==> src/rtl/seq_divider.sv <==
// Sequential radix-2 restoring divider: 2*WIDTH-bit dividend by WIDTH-bit divisor, valid/ready on both sides.
// Optional self-check of each normal result is enabled by defining DIV_CHECK_EN (adds output chk_err).
module seq_divider #(
  parameter int WIDTH = 4
) (
  input  logic               clock,
  input  logic               rst_n,
  input  logic               in_valid,
  output logic               in_ready,
  input  logic [2*WIDTH-1:0] dividend,
  input  logic [WIDTH-1:0]   divisor,
  output logic               out_valid,
  input  logic               out_ready,
  output logic [WIDTH-1:0]   quotient,
  output logic [WIDTH-1:0]   remainder,
  output logic               div_by_zero,
  output logic               overflow
`ifdef DIV_CHECK_EN
  ,output logic              chk_err
`endif
);

  localparam int CNT_W = $clog2(WIDTH + 1);

  typedef enum logic [1:0] {
    S_IDLE = 2'd0,
    S_CALC = 2'd1,
    S_DONE = 2'd2
  } state_t;

  state_t             state_q, state_d;
  logic [WIDTH-1:0]   rem_q, rem_d;
  logic [WIDTH-1:0]   shq_q, shq_d;
  logic [WIDTH-1:0]   dvs_q, dvs_d;
  logic [CNT_W-1:0]   cnt_q, cnt_d;
  logic [WIDTH-1:0]   quo_q, quo_d;
  logic [WIDTH-1:0]   rmd_q, rmd_d;
  logic               dbz_q, dbz_d;
  logic               ovf_q, ovf_d;
  logic               out_valid_q, out_valid_d;
  logic               in_ready_q, in_ready_d;

  logic [WIDTH:0]     trial_s;
  logic [WIDTH+1:0]   diff_s;
  logic               borrow_s;
  logic [WIDTH-1:0]   rem_nx_s;
  logic [WIDTH-1:0]   shq_nx_s;

`ifdef DIV_CHECK_EN
  logic [2*WIDTH-1:0] dvd_q, dvd_d;
  logic               chk_err_q, chk_err_d;
  logic [2*WIDTH-1:0] recon_s;
  logic               chk_mis_s;
`endif

  // One restoring step: shift in the next dividend bit, trial-subtract with a spare bit for the borrow.
  always_comb begin
    trial_s  = {rem_q, shq_q[WIDTH-1]};
    diff_s   = {1'b0, trial_s} - {2'b00, dvs_q};
    borrow_s = diff_s[WIDTH+1];
    if (borrow_s) begin
      rem_nx_s = trial_s[WIDTH-1:0];
    end else begin
      rem_nx_s = diff_s[WIDTH-1:0];
    end
    shq_nx_s = {shq_q[WIDTH-2:0], ~borrow_s};
  end

`ifdef DIV_CHECK_EN
  // Rebuild the dividend from the final quotient and remainder to catch datapath faults.
  always_comb begin
    recon_s   = ({{WIDTH{1'b0}}, shq_nx_s} * {{WIDTH{1'b0}}, dvs_q}) + {{WIDTH{1'b0}}, rem_nx_s};
    chk_mis_s = (recon_s != dvd_q);
  end
`endif

  // Next-state and datapath control; the low shift register turns into the quotient as bits shift in.
  always_comb begin
    state_d     = state_q;
    rem_d       = rem_q;
    shq_d       = shq_q;
    dvs_d       = dvs_q;
    cnt_d       = cnt_q;
    quo_d       = quo_q;
    rmd_d       = rmd_q;
    dbz_d       = dbz_q;
    ovf_d       = ovf_q;
    out_valid_d = out_valid_q;
    in_ready_d  = in_ready_q;
`ifdef DIV_CHECK_EN
    dvd_d       = dvd_q;
    chk_err_d   = chk_err_q;
`endif
    case (state_q)
      S_IDLE: begin
        if (in_valid) begin
          dvs_d      = divisor;
          dbz_d      = 1'b0;
          ovf_d      = 1'b0;
          in_ready_d = 1'b0;
`ifdef DIV_CHECK_EN
          dvd_d      = dividend;
          chk_err_d  = 1'b0;
`endif
          if (divisor == {WIDTH{1'b0}}) begin
            state_d     = S_DONE;
            dbz_d       = 1'b1;
            quo_d       = {WIDTH{1'b1}};
            rmd_d       = dividend[WIDTH-1:0];
            out_valid_d = 1'b1;
          end else if (dividend[2*WIDTH-1:WIDTH] >= divisor) begin
            state_d     = S_DONE;
            ovf_d       = 1'b1;
            quo_d       = {WIDTH{1'b1}};
            rmd_d       = dividend[WIDTH-1:0];
            out_valid_d = 1'b1;
          end else begin
            state_d = S_CALC;
            rem_d   = dividend[2*WIDTH-1:WIDTH];
            shq_d   = dividend[WIDTH-1:0];
            cnt_d   = {CNT_W{1'b0}};
          end
        end else begin
          state_d = S_IDLE;
        end
      end
      S_CALC: begin
        rem_d = rem_nx_s;
        shq_d = shq_nx_s;
        cnt_d = cnt_q + CNT_W'(1);
        if (cnt_q == CNT_W'(WIDTH - 1)) begin
          state_d     = S_DONE;
          quo_d       = shq_nx_s;
          rmd_d       = rem_nx_s;
          out_valid_d = 1'b1;
`ifdef DIV_CHECK_EN
          chk_err_d   = chk_mis_s;
`endif
        end else begin
          state_d = S_CALC;
        end
      end
      S_DONE: begin
        if (out_ready) begin
          state_d     = S_IDLE;
          out_valid_d = 1'b0;
          in_ready_d  = 1'b1;
`ifdef DIV_CHECK_EN
          chk_err_d   = 1'b0;
`endif
        end else begin
          state_d = S_DONE;
        end
      end
      default: begin
        state_d     = S_IDLE;
        out_valid_d = 1'b0;
        in_ready_d  = 1'b1;
`ifdef DIV_CHECK_EN
        chk_err_d   = 1'b0;
`endif
      end
    endcase
  end

  // State and datapath registers; reset aborts any operation in flight.
  always_ff @(posedge clock or negedge rst_n) begin
    if (!rst_n) begin
      state_q     <= S_IDLE;
      rem_q       <= {WIDTH{1'b0}};
      shq_q       <= {WIDTH{1'b0}};
      dvs_q       <= {WIDTH{1'b0}};
      cnt_q       <= {CNT_W{1'b0}};
      quo_q       <= {WIDTH{1'b0}};
      rmd_q       <= {WIDTH{1'b0}};
      dbz_q       <= 1'b0;
      ovf_q       <= 1'b0;
      out_valid_q <= 1'b0;
      in_ready_q  <= 1'b1;
`ifdef DIV_CHECK_EN
      dvd_q       <= {(2*WIDTH){1'b0}};
      chk_err_q   <= 1'b0;
`endif
    end else begin
      state_q     <= state_d;
      rem_q       <= rem_d;
      shq_q       <= shq_d;
      dvs_q       <= dvs_d;
      cnt_q       <= cnt_d;
      quo_q       <= quo_d;
      rmd_q       <= rmd_d;
      dbz_q       <= dbz_d;
      ovf_q       <= ovf_d;
      out_valid_q <= out_valid_d;
      in_ready_q  <= in_ready_d;
`ifdef DIV_CHECK_EN
      dvd_q       <= dvd_d;
      chk_err_q   <= chk_err_d;
`endif
    end
  end

  assign in_ready    = in_ready_q;
  assign out_valid   = out_valid_q;
  assign quotient    = quo_q;
  assign remainder   = rmd_q;
  assign div_by_zero = dbz_q;
  assign overflow    = ovf_q;
`ifdef DIV_CHECK_EN
  assign chk_err     = chk_err_q;
`endif

endmodule

==> config.mk <==
export PLATFORM = sky130hd
export DESIGN_NAME = seq_divider
export DESIGN_NICKNAME = d
export VERILOG_FILES = /design/src/rtl/seq_divider.sv
export SDC_FILE = /design/constraint.sdc
export NUM_CORES = 1
export LEC_CHECK = 0
export ABC_AREA = 1
export CAP_MARGIN = 20
export CORE_AREA = 2 2 67 69
export DETAILED_ROUTE_END_ITERATION = 8
export DIE_AREA = 0 0 69 71
export PLACE_DENSITY = 0.66
export SETUP_SLACK_MARGIN = 0.4
export SYNTH_ARGS = -nofsm -noshare
export SYNTH_HDL_FRONTEND = slang
export SYNTH_SLANG_ARGS = --single-unit
==> constraint.sdc <==
create_clock -name clock -period 3.35 [get_ports clock]
set_input_delay 0.67 -clock clock [delete_from_list [all_inputs] [get_ports clock]]
set_output_delay 0.67 -clock clock [all_outputs]
set_load 0.05 [all_outputs]
==> flow_metrics.env <==
export IMPL_dr_wl_met2_um=1740
export IMPL_start_util_pct=42.3
export IMPL_p_int_uw=1220
export IMPL_crit_required_ps=2680
export IMPL_status="finished, final reports clean"
export IMPL_place_inst=288
export IMPL_routed_wl_um=3720
export IMPL_rows=24
export IMPL_postCtsSetupBuffers=0
export IMPL_grt_max_degree=30
export IMPL_worst_setup_path_start_kind="flip-flop"
export IMPL_crit_chain="clkdlybuf4s50_1"
export IMPL_overflow=0
export IMPL_grt_pass1_vias=1367
export IMPL_ys_types=29
export IMPL_syn_inst=213
export IMPL_netlist_area_mm2=0.00178
export IMPL_clk_latency_ps=280
export IMPL_io_buffers=27
export IMPL_vias_per_cell=4.94
export IMPL_die_w_um=69
export IMPL_cts_sinks=29
export IMPL_layout_drive_gt1_share_pct=17.6
export IMPL_syn2layout_area_growth_pct=23.4
export IMPL_fin_tns_setup_ps=0
export IMPL_fin_skew_ps=6.98
export IMPL_ctsHoldBuffers=0
export IMPL_cts_buffers=5
export IMPL_layout_nets=270
export IMPL_wl_met3_um=150
export IMPL_p_seq_share_pct=27.3
export IMPL_cp_end_kind="primary output"
export IMPL_multi_input_area_um2=892
export IMPL_comb_power_share_pct=56.6
export IMPL_clk_root_buffer_cell="clkbuf_8"
export IMPL_drc=0
export IMPL_met1_length_um=1750
export IMPL_p_per_area_mw_per_mm2=1070
export IMPL_cpLargestDelayFamily="buffers and inverters"
export IMPL_maxCapViolCount=0
export IMPL_worstMarginPinSlew_ps=496
export IMPL_power_switching_uw=1120
export IMPL_ys_seq_area_share_pct=40.9
export IMPL_crit_fanout=2
export IMPL_period_share_pct=67.9
export IMPL_crit_slowest_cell="clkdlybuf4s50_1"
export IMPL_setup_viol=0
export IMPL_finalHoldViolCount=0
export IMPL_period_needed_ps=2280
export IMPL_ios=28
export IMPL_antenna_cells=0
export IMPL_drt_iter0_drc=87
export IMPL_dieHeight_um=71
export IMPL_grt_total_usage_pct=16.8
export IMPL_crit_arrival_ps=1610
export IMPL_firstDrtPassIters=4
export IMPL_power_leakage_uw=0.00110
export IMPL_core_area_mm2=0.00420
export IMPL_drv_slew=0
export IMPL_antenna_found_initial=0
export IMPL_yosys_warnings=0
export IMPL_min_path_type="reg2reg"
export IMPL_clk_pin_slew_ps=70
export IMPL_dr_total_vias=1462
export IMPL_regArea_um2=727
export IMPL_crit_path_max_incr_delay_ps=790
export IMPL_ant_nets=0
export IMPL_dp_hpwl_um=2810
export IMPL_pwr_share_clk_pct=16.1
export IMPL_syn_nets=240
export IMPL_cts_resized=0
export IMPL_critPathKind="reg2out"
export IMPL_clock_path_buffers=2
export IMPL_cts_tree="done"
export IMPL_irDropWorstVdd_mv=0.398
export IMPL_max_freq_mhz=439
export IMPL_syn_avg_cell_area_um2=8.35
export IMPL_relSlewSlack_pct=66.8
export IMPL_grt_pass1_wl_um=6330
export IMPL_topRoutingLayerUsed="met4"
export IMPL_synth_ff_latch_count=29
export IMPL_htree_num_levels=2
export IMPL_nFillCells=428
export IMPL_wire_per_inst_um=12.6
export IMPL_dieArea_mm2=0.00490
export IMPL_p_sw_share_pct=47.9
export IMPL_final_cells=296
export IMPL_rsz0062_at_grt="false"
export IMPL_gp_congestion=0.900
export IMPL_holdWs_ps=476
export IMPL_cp_num_buf_inv=1
## per-layer routing
layer	global-route usage [%]	vias up
li1	-	756
met5	0	-
met3	4.27	4
met2	25.5	26
met4	7.84	0
met1	22.7	676
## power by group through the flow
stage,Clock [uW],Sequential [uW],Combinational (uW)
after floorplan,0,859,820
final,376,638,1320
after global routing,396,662,1490
after global placement,0,644,1320
after CTS,385,639,1330
after detailed placement,0,643,1330
## synthesized netlist by cell type (all sizes together)
cell type	instances	share of area [%]
dfrtp	28	39
a21oi	3	1.9
nand2	67	16
nand3	32	9.9
xor2	1	0.49
o21ai	17	5.6
ha	10	7.0
o22ai	1	0.35
inv	30	6.5
nand4	8	4.5
buf	5	2.5
nor2	8	3.0
fa	1	1.1
a31oi	1	0.35
dfstp	1	1.5
## stage by stage
| step | util (%) | cell area, um^2 | setup WS [ps] | total power [uW] |
|---|---|---|---|---|
| finish | 52.2 | 2190 | 1070 | 2340 |
| global route | 52.2 | 2190 | 1050 | 2550 |
| CTS | 52.2 | 2190 | 1060 | 2360 |
| detailed placement | 49.4 | 2080 | 908 | 1970 |
| global placement | 49.4 | 2080 | 911 | 1970 |
| floorplan | - | 1780 | 1560 | 1680 |
## cells by family after synthesis
family / share of synthesized area, %
AOI/OAI and AO/OA: 8.23
xor gates and xnor gates: 0.493
adders and majority gates: 8.16
buffers and inverters: 8.94
DFF: 40.9
and+or+nand+nor: 33.3
## flip-flops by register name (all words and copies together), names as in the netlist
signal	flops
dvs_q	4
rem_q	4
remainder	4
quotient	4
cnt_q	3
shq_q	4
overflow	1
state_q	2
out_valid	1
in_ready	1
div_by_zero	1
## path summary, 6_finish.rpt
path	cells after the start	slack [ps]	from	end
setup / recovery	1	1070	in_ready$_DFFE_PN1P_	in_ready
hold / removal	2	480	quotient[0]$_DFFE_PN0P_	quotient[0]$_DFFE_PN0P_
setup reg to reg	9	1670	shq_q[3]$_DFFE_PN0P_	remainder[2]$_DFFE_PN0P_
hold reg to reg	2	480	quotient[0]$_DFFE_PN0P_	quotient[0]$_DFFE_PN0P_
max in group asynchronous	2	2280	rst_n	in_ready$_DFFE_PN1P_
min in group asynchronous	2	760	rst_n	overflow$_DFFE_PN0P_
## cells in the final DEF, fill, tap and decap left out
cell type,n
a21oi_2,2
xor2_1,1
fa_1,1
dfstp_2,1
buf_4,1
a31oi_1,1
o21ai_1,8
nor2_2,3
nand4_4,2
bufinv_16,1
inv_1,20
nand2_1,60
inv_4,1
nor2_4,2
a21oi_4,1
clkbuf_1,1
nand2_4,3
nand3_1,29
dfrtp_1,28
nor2_1,3
nand3_2,3
o21ai_0,5
nand2_2,4
nand4_1,6
inv_2,9
ha_1,10
o22ai_1,1
clkdlybuf4s50_1,27
clkbuf_8,6
o21ai_2,4
## cell type report
| class | instances | share of cell area [%] |
|---|---|---|
| Clock buffer | 7 | 3.94 |
| Clock inverter | 1 | 1.37 |
| Inverter | 30 | 5.25 |
| Multi-Input combinational cell | 149 | 40.7 |
| Sequential cell | 29 | 33.1 |
| Tap cell | 52 | 2.97 |
| Timing Repair Buffer | 28 | 12.7 |
(Power assumes the default switching activity.)
